`config.mk`:
```
export PLATFORM = sky130hd
export DESIGN_NAME = branch_predictor
export DESIGN_NICKNAME = d
export VERILOG_FILES = /design/src/rtl/branch_predictor.sv
export SDC_FILE = /design/constraint.sdc
export NUM_CORES = 2
export LEC_CHECK = 0
export BUFFER_PORTS_ARGS = -buffer_cell sky130_fd_sc_hd__buf_4
export CORE_AREA = 3 3 354 356
export CTS_CLUSTER_DIAMETER = 30
export DETAILED_ROUTE_END_ITERATION = 16
export DIE_AREA = 0 0 357 359
export GPL_TIMING_DRIVEN = 0
export PLACE_DENSITY = 0.7
export RECOVER_POWER = 25
export SYNTH_ARGS = -nofsm -noshare
export SYNTH_HDL_FRONTEND = slang
export SYNTH_SLANG_ARGS = --single-unit
```
`constraint.sdc`:
```
create_clock -name clk -period 8.5 [get_ports clk]
set_input_delay 1.7 -clock clk [delete_from_list [all_inputs] [get_ports clk]]
set_output_delay 1.7 -clock clk [all_outputs]
set_load 0.01 [all_outputs]
```
`src/rtl/branch_predictor.sv`:
```
// Direct-mapped branch target buffer with 2-bit saturating direction counters,
// combinational lookup, registered mispredict flush/redirect and saturating statistics.
module branch_predictor #(
   parameter int unsigned ENTRIES = 16
) (
   input  logic        clk,
   input  logic        rst_n,
   input  logic [31:0] if_pc,
   output logic        pred_taken,
   output logic [31:0] pred_pc,
   input  logic        upd_valid,
   input  logic [31:0] upd_pc,
   input  logic        upd_taken,
   input  logic [31:0] upd_actual_pc,
   input  logic [31:0] upd_pred_pc,
   output logic        flush,
   output logic [31:0] redirect_pc,
   output logic [31:0] stat_branches,
   output logic [31:0] stat_mispred
);

   localparam int unsigned IDX_W = $clog2(ENTRIES);
   localparam int unsigned TAG_W = 30 - IDX_W;

   logic [ENTRIES-1:0] valid_q;
   logic [TAG_W-1:0]   tag_q    [ENTRIES];
   logic [1:0]         ctr_q    [ENTRIES];
   logic [31:0]        target_q [ENTRIES];

   logic              flush_q;
   logic [31:0]       redirect_q;
   logic [31:0]       branches_q;
   logic [31:0]       mispred_q;

   logic [IDX_W-1:0]  lk_idx;
   logic [TAG_W-1:0]  lk_tag;
   logic              lk_hit;

   logic [IDX_W-1:0]  up_idx;
   logic [TAG_W-1:0]  up_tag;
   logic              up_hit;
   logic [1:0]        up_ctr_next;
   logic              mispredict;

   // Lookup reads registered state only, so a same-cycle update is invisible until the next cycle.
   always_comb begin
      lk_idx     = if_pc[IDX_W+1:2];
      lk_tag     = if_pc[31:IDX_W+2];
      lk_hit     = valid_q[lk_idx] && (tag_q[lk_idx] == lk_tag);
      pred_taken = lk_hit && ctr_q[lk_idx][1];
      pred_pc    = pred_taken ? target_q[lk_idx] : if_pc + 32'd4;
   end

   always_comb begin
      up_idx      = upd_pc[IDX_W+1:2];
      up_tag      = upd_pc[31:IDX_W+2];
      up_hit      = valid_q[up_idx] && (tag_q[up_idx] == up_tag);
      up_ctr_next = ctr_q[up_idx];
      if (upd_taken) begin
         if (ctr_q[up_idx] != 2'b11) up_ctr_next = ctr_q[up_idx] + 2'b01;
      end else begin
         if (ctr_q[up_idx] != 2'b00) up_ctr_next = ctr_q[up_idx] - 2'b01;
      end
      mispredict  = upd_valid && (upd_actual_pc != upd_pred_pc);
   end

   always_ff @(posedge clk or negedge rst_n) begin
      if (!rst_n) begin
         valid_q <= '0;
         for (int i = 0; i < int'(ENTRIES); i++) begin
            tag_q[i]    <= '0;
            ctr_q[i]    <= 2'b01;
            target_q[i] <= '0;
         end
      end else if (upd_valid) begin
         if (up_hit) begin
            ctr_q[up_idx] <= up_ctr_next;
            if (upd_taken) target_q[up_idx] <= upd_actual_pc;
         end else if (upd_taken) begin
            valid_q[up_idx]  <= 1'b1;
            tag_q[up_idx]    <= up_tag;
            ctr_q[up_idx]    <= 2'b10;
            target_q[up_idx] <= upd_actual_pc;
         end
      end
   end

   always_ff @(posedge clk or negedge rst_n) begin
      if (!rst_n) begin
         flush_q    <= 1'b0;
         redirect_q <= '0;
         branches_q <= '0;
         mispred_q  <= '0;
      end else begin
         flush_q <= mispredict;
         if (mispredict) redirect_q <= upd_actual_pc;
         if (upd_valid && (branches_q != 32'hFFFF_FFFF)) branches_q <= branches_q + 32'd1;
         if (mispredict && (mispred_q != 32'hFFFF_FFFF)) mispred_q <= mispred_q + 32'd1;
      end
   end

   assign flush         = flush_q;
   assign redirect_pc   = redirect_q;
   assign stat_branches = branches_q;
   assign stat_mispred  = mispred_q;

endmodule

```
Word level (Yosys, flattened, before mapping)

Cells that the tools add are included.

$add $sub $neg: 5
Order comparisons: 6
Eq/ne operators: 6
Mux-type cells: 36
Bitwise gates (word level): 7
Reduce and logical (&&, ||, !) cells: 13

Operators by type and width:

| kind                  | number |
|---|---|
| $bwmux 512            | 1 |
| $bwmux 416            | 1 |
| $bmux 26 s4           | 2 |
| $mux 32               | 6 |
| $mux 26               | 5 |
| $bmux 32 s4           | 1 |
| $demux 32 s4          | 1 |
| $demux 26 s4          | 1 |
| $add 32x1->32 const B | 2 |
| $ne 32x32->1 const B  | 2 |
| $eq 26x26->1          | 2 |
| $add 32x3->32 const B | 1 |
| $bwmux 32             | 1 |
| $ne 32x32->1          | 1 |
| $or 16x16->16         | 2 |
| $and 16x16->16        | 1 |
| $bmux 2 s4            | 2 |
| $mux 2                | 8 |
| $not 16->16           | 1 |
| $ge 5x5->1 const B    | 2 |
| $lt 4x5->1 const B    | 2 |
| $not 4->5             | 2 |
| $bmux 1 s4            | 2 |
| $demux 2 s4           | 1 |
| 12 further kinds      | 23 |

Register bits: 1073

Depth between registers and ports, before layout

Word-level depth: 9
Mapped depth: 18

Worst setup path after synthesis

Ideal clock, no wire load.

Kind: input-to-output
Start point: in if_pc[2]
End point: out pred_taken
Data arrival time: 4.892 ns
Data required time: 6.800 ns
Setup slack: 1.908 ns
Stages: 9
Path buffers: 3
Cell sequence: clkbuf_1 buf_2 buf_2 mux4_2 mux4_2 xnor2_1 nand4_1 or4b_2 nor4_1

Cells in the longest elaborated chain, start to end: 7

RTL lines:

| what                                        | RTL line | source |
|---|---|---|
| from (decl)                                 | 8        | `input logic [31:0] if_pc,` |
| $not 4->5 (not written as such)             | 49, 50   |  |
| $bmux 26 s4                                 | 49       | `lk_hit = valid_q[lk_idx] && (tag_q[lk_idx] == lk_tag);` |
| $mux 26 (not written as such) (2 in series) | 49       |  |
| $eq 26x26->1                                | 49       |  |
| $logic_and 1x1->1                           | 49       |  |
| $logic_and 1x1->1 *                         | 50       | `pred_taken = lk_hit && ctr_q[lk_idx][1];` |
| to (decl)                                   | 9        | `output logic pred_taken,` |

Every way passes the cells marked *; elsewhere a longest branch is shown, timed or not. The select of a mux whose other input is x is not followed.

Final worst setup path

Start point: in if_pc[3]
End point: out pred_pc[3]

Cells in the longest elaborated chain, start to end: 8

RTL lines:

| what                                        | RTL line   | source |
|---|---|---|
| $not 4->5 (not written as such)             | 49, 50, 51 |  |
| $bmux 26 s4                                 | 49         |  |
| $mux 26 (not written as such) (2 in series) | 49         |  |
| $eq 26x26->1                                | 49         |  |
| $logic_and 1x1->1                           | 49         |  |
| $logic_and 1x1->1                           | 50         |  |
| $mux 32 *                                   | 51         | `pred_pc = pred_taken ? target_q[lk_idx] : if_pc + 32'd4;` |
| to (decl)                                   | 10         | `output logic [31:0] pred_pc,` |

Marks and branches as above.

==> out/qor.json <==
{
  "yosys": {
    "ys_ff_latch": 1073,
    "syn-instance-count": 3846,
    "synthesis.area_mm2": 0.0548,
    "synth-warning-count": 0,
    "async_reset_ff_frac": 1.00,
    "syn-num-nets": 3981,
    "synth_cell_types": 78,
    "synth_enable_flop_cells": 0,
    "yosysSeqAreaShare": 0.490,
    "postSynthAreaPerCell_um2": 14.3,
    "synth-main-ff-cell": "dfrtp_1"
  },
  "place": {
    "detailedPlacementHpwl_mm": 125,
    "dpl-instance-area_mm2": 0.0588,
    "placement.io_buffers": 218,
    "gp_routability_congestion": 0.965
  },
  "layout": {
    "fillers": 9724,
    "final_layout_size_suffix_gt1_frac": 0.466,
    "layout-area-overhead-vs-synth_pct": 23.3,
    "post-route-cell-area_mm2": 0.0676,
    "num-nets-final": 4450,
    "final_standard_cell_utilization_of_the_core": 0.554
  },
  "clock_network": {
    "number_of_clock_sinks": 1073,
    "tritoncts_clock_tree": "yes",
    "worstSkewPairLatency_ps": 860,
    "cts_buffers": 239,
    "cts_post_setup_buffers_inserted": 0,
    "clk_path_buf_depth": 3,
    "cts_max_level": 4,
    "clock_tree.root_cell": "clkbuf_16",
    "clkTransAtPathRegs_ps": 50
  },
  "critical_path": {
    "crit_path_start_kind": "primary input",
    "critical_path.cell_chain": "buf_4 -> clkbuf_1 -> clkbuf_1 -> mux4_2 -> mux4_2 -> xnor2_1 -> nand2_1 -> nor4_1 -> nand3_1 -> clkbuf_2 -> mux2_2 -> buf_4",
    "critPathArrivalTime_ps": 6770,
    "timing.setup.critical_path_class": "primary input to primary output",
    "cpPeakStageDelay_ps": 910,
    "crit_path_end_kind": "primary output",
    "crit_fanout": 10,
    "critical_path.slowest_cell": "clkbuf_1",
    "ff2ff_path_depth": 11,
    "cp_data_required_time_ps": 6800
  },
  "sta": {
    "post-route-min-period_ps": 8470,
    "fmax_ghz": 0.118,
    "finalCritPeriodShare": 0.996,
    "report.final.slew_viol_count": 100,
    "finalHoldViolations": 0,
    "max-slew-margin-rel": -3.00,
    "rsz0062_at_grt": "false",
    "clock_skew_ps": 62.5,
    "max_slew.worst_pin.slew_ps": 6000,
    "setup_viol": 0
  },
  "drt": {
    "vias_per_cell": 6.21,
    "wirelength_mm": 188,
    "drtPass1Iterations": 6,
    "wl_per_cell_um": 30.5,
    "dr.first_iter.drc_count": 4118,
    "drc": 0,
    "final_antenna_net_count": 0,
    "route.vias.total": 38200
  },
  "floorplan": {
    "coreArea_mm2": 0.122,
    "vertical_extent_of_the_die_um": 359,
    "die_width_um": 357,
    "floorplan.io_pins": 262,
    "num_rows": 128,
    "initial_core_util": 0.449,
    "die-area_mm2": 0.128
  },
  "global_routing": {
    "grt_antenna_before_repair": 13,
    "grt_start_max_net_pins": 159,
    "first_global_vias": 39700,
    "gr-usage-all-layers": 0.292,
    "global_route_wire_length_before_repair_mm": 274,
    "grt-ovfl-total": 0
  },
  "flow_run": {
    "drv.max_cap_violation_count": 1
  },
  "status": {
    "status": "finished with violations",
    "failed_checks": "max-capacitance violations, max-slew violations"
  },
  "pwr": {
    "intPower_mw": 14.5,
    "irDropWorstVdd_mv": 0.229,
    "share_seq_of_total_power": 0.342,
    "switching_share": 0.265,
    "clock_power_share": 0.503,
    "p_sw_mw": 5.22,
    "powerDensity_mw_per_mm2": 291,
    "leakagePower_nw": 29.7,
    "combinationalPowerShare": 0.155
  },
  "min_path": {
    "worst_hold_path_type": "flop to flop",
    "min_delay_path_depth": 2
  }
}
==> worst max-delay path, delay by kind of cell <==
family        cells  cell delay, ps
xor+xnor          1             230
buf+inv           5            2290
mux               3            1550
simple gates      3             940
==> cell families (layout without fill, tap and decap cells) <==
family | after synthesis | in the layout | synth area share
AO/OA/AOI/OAI | 179 | 179 | 0.0239
other | 0 | 3 | 0
multiplexers | 1366 | 1366 | 0.368
buffers and inverters | 365 | 1041 | 0.0314
AND/OR/NAND/NOR | 692 | 692 | 0.0596
adder cells (fa/ha/maj) | 4 | 4 | 0.000867
flip-flops | 1073 | 1073 | 0.490
XOR/XNOR | 167 | 167 | 0.0267
==> cells in the mapped netlist (16+ instances only) <==
cell type | instances | area, um2
mux4_2 | 377 | 8490
and3_1 | 21 | 131
mux2i_1 | 83 | 831
xnor2_1 | 106 | 928
a22oi_1 | 23 | 173
xor2_1 | 61 | 534
nand2_1 | 384 | 1440
nor3_1 | 17 | 85.1
o21ai_0 | 20 | 100
buf_1 | 48 | 180
dfstp_2 | 16 | 420
nand4_1 | 32 | 200
buf_4 | 18 | 135
mux2_2 | 735 | 8280
dfrtp_1 | 1057 | 26500
mux2_4 | 169 | 2540
a21oi_1 | 25 | 125
nand3_1 | 56 | 280
a311oi_1 | 17 | 149
clkbuf_1 | 208 | 781
buf_6 | 27 | 304
inv_1 | 25 | 93.8
nor4_1 | 17 | 106
nor2_1 | 67 | 251
buf_2 | 35 | 175
==> worst paths after layout <==
check                         startpoint               to  slack, ps
max                             if_pc[3]       pred_pc[3]         30
min                        target_q[191]    target_q[191]        470
max reg2reg                   tag_q[149]       tag_q[226]       3490
min reg2reg                target_q[191]    target_q[191]        470
max in group asynchronous          rst_n       tag_q[282]       1250
min in group asynchronous          rst_n  stat_mispred[9]       3040
==> flip-flops by register name, indices dropped and copies added, names as in the netlist <==
name           count
redirect_pc       32
flush              1
stat_mispred      32
valid_q           16
target_q         512
ctr_q             32
stat_branches     32
tag_q            416
==> per-layer routing <==
metal / vias up / global-route usage / wire length (um)
li1: 15300 / - / -
met1: 20200 / 0.385 / 73200
met2: 2182 / 0.429 / 83800
met3: 553 / 0.0899 / 19100
met4: 6 / 0.164 / 11700
met5: - / 0 / 45
==> repair_timing <==
action,in CTS,in global routing
hold endpoints to repair,0,0
pin swaps,0,0
endpoints found under the setup margin,33,32
resized for setup,22,25
hold buffers,0,0
==> power groups by stage <==
stage,registers [mW],logic [mW],clock network (mW)
after floorplan,6.56,2.10,0
after global placement,6.72,2.92,0
after detailed placement,6.76,3.00,0
after CTS,6.71,3.03,9.95
after global routing,6.84,3.23,10.2
final,6.74,3.05,9.90
==> placed cells by master (no fill, tap or decap), types with 35 or more instances in the layout <==
master      netlist  final
nand3_1          56     56
clkbuf_16         0    240
xor2_1           61     61
buf_4            18    236
nor2_1           67     67
mux2_2          735    735
nand2_1         384    384
clkbuf_1        208    221
dfrtp_1        1057   1057
mux2i_1          83     83
bufinv_16         0     40
mux4_2          377    377
clkinvlp_4        0     35
mux2_4          169    169
xnor2_1         106    106
buf_2            35     38
==> area by class of cell <==
type / instances / area, um2 / share of cell area
Inverter: 26 / 97.6 / 0.00144
Multi-Input combinational cell: 2408 / 26300 / 0.388
Buffer: 339 / 1700 / 0.0251
Clock inverter: 153 / 2250 / 0.0333
Antenna cell: 3 / 7.51 / 0.000111
Clock buffer: 295 / 6540 / 0.0967
Tap cell: 1625 / 2030 / 0.0301
Timing Repair Buffer: 228 / 1880 / 0.0277
Sequential cell: 1073 / 26900 / 0.397
==> through the flow <==
| step | setup slack [ps] | instances | hold WS (ps) | TNS, ps | power [mW] |
|---|---|---|---|---|---|
| 3_3_place_gp | -7330 | 5689 | 455 | -7644360 | 9.64 |
| 4_1_cts | 4.52 | 6146 | 470 | 0 | 19.7 |
| 2_1_floorplan | 1910 | 3846 | 441 | 0 | 8.66 |
| 5_1_grt | 1.99 | 6148 | 483 | 0 | 20.3 |
| 6_report | 33.5 | 6150 | 469 | 0 | 19.7 |
| 3_5_place_dp | -492 | 5698 | 458 | -10000 | 9.76 |
Power figures use the tool's default switching activity.
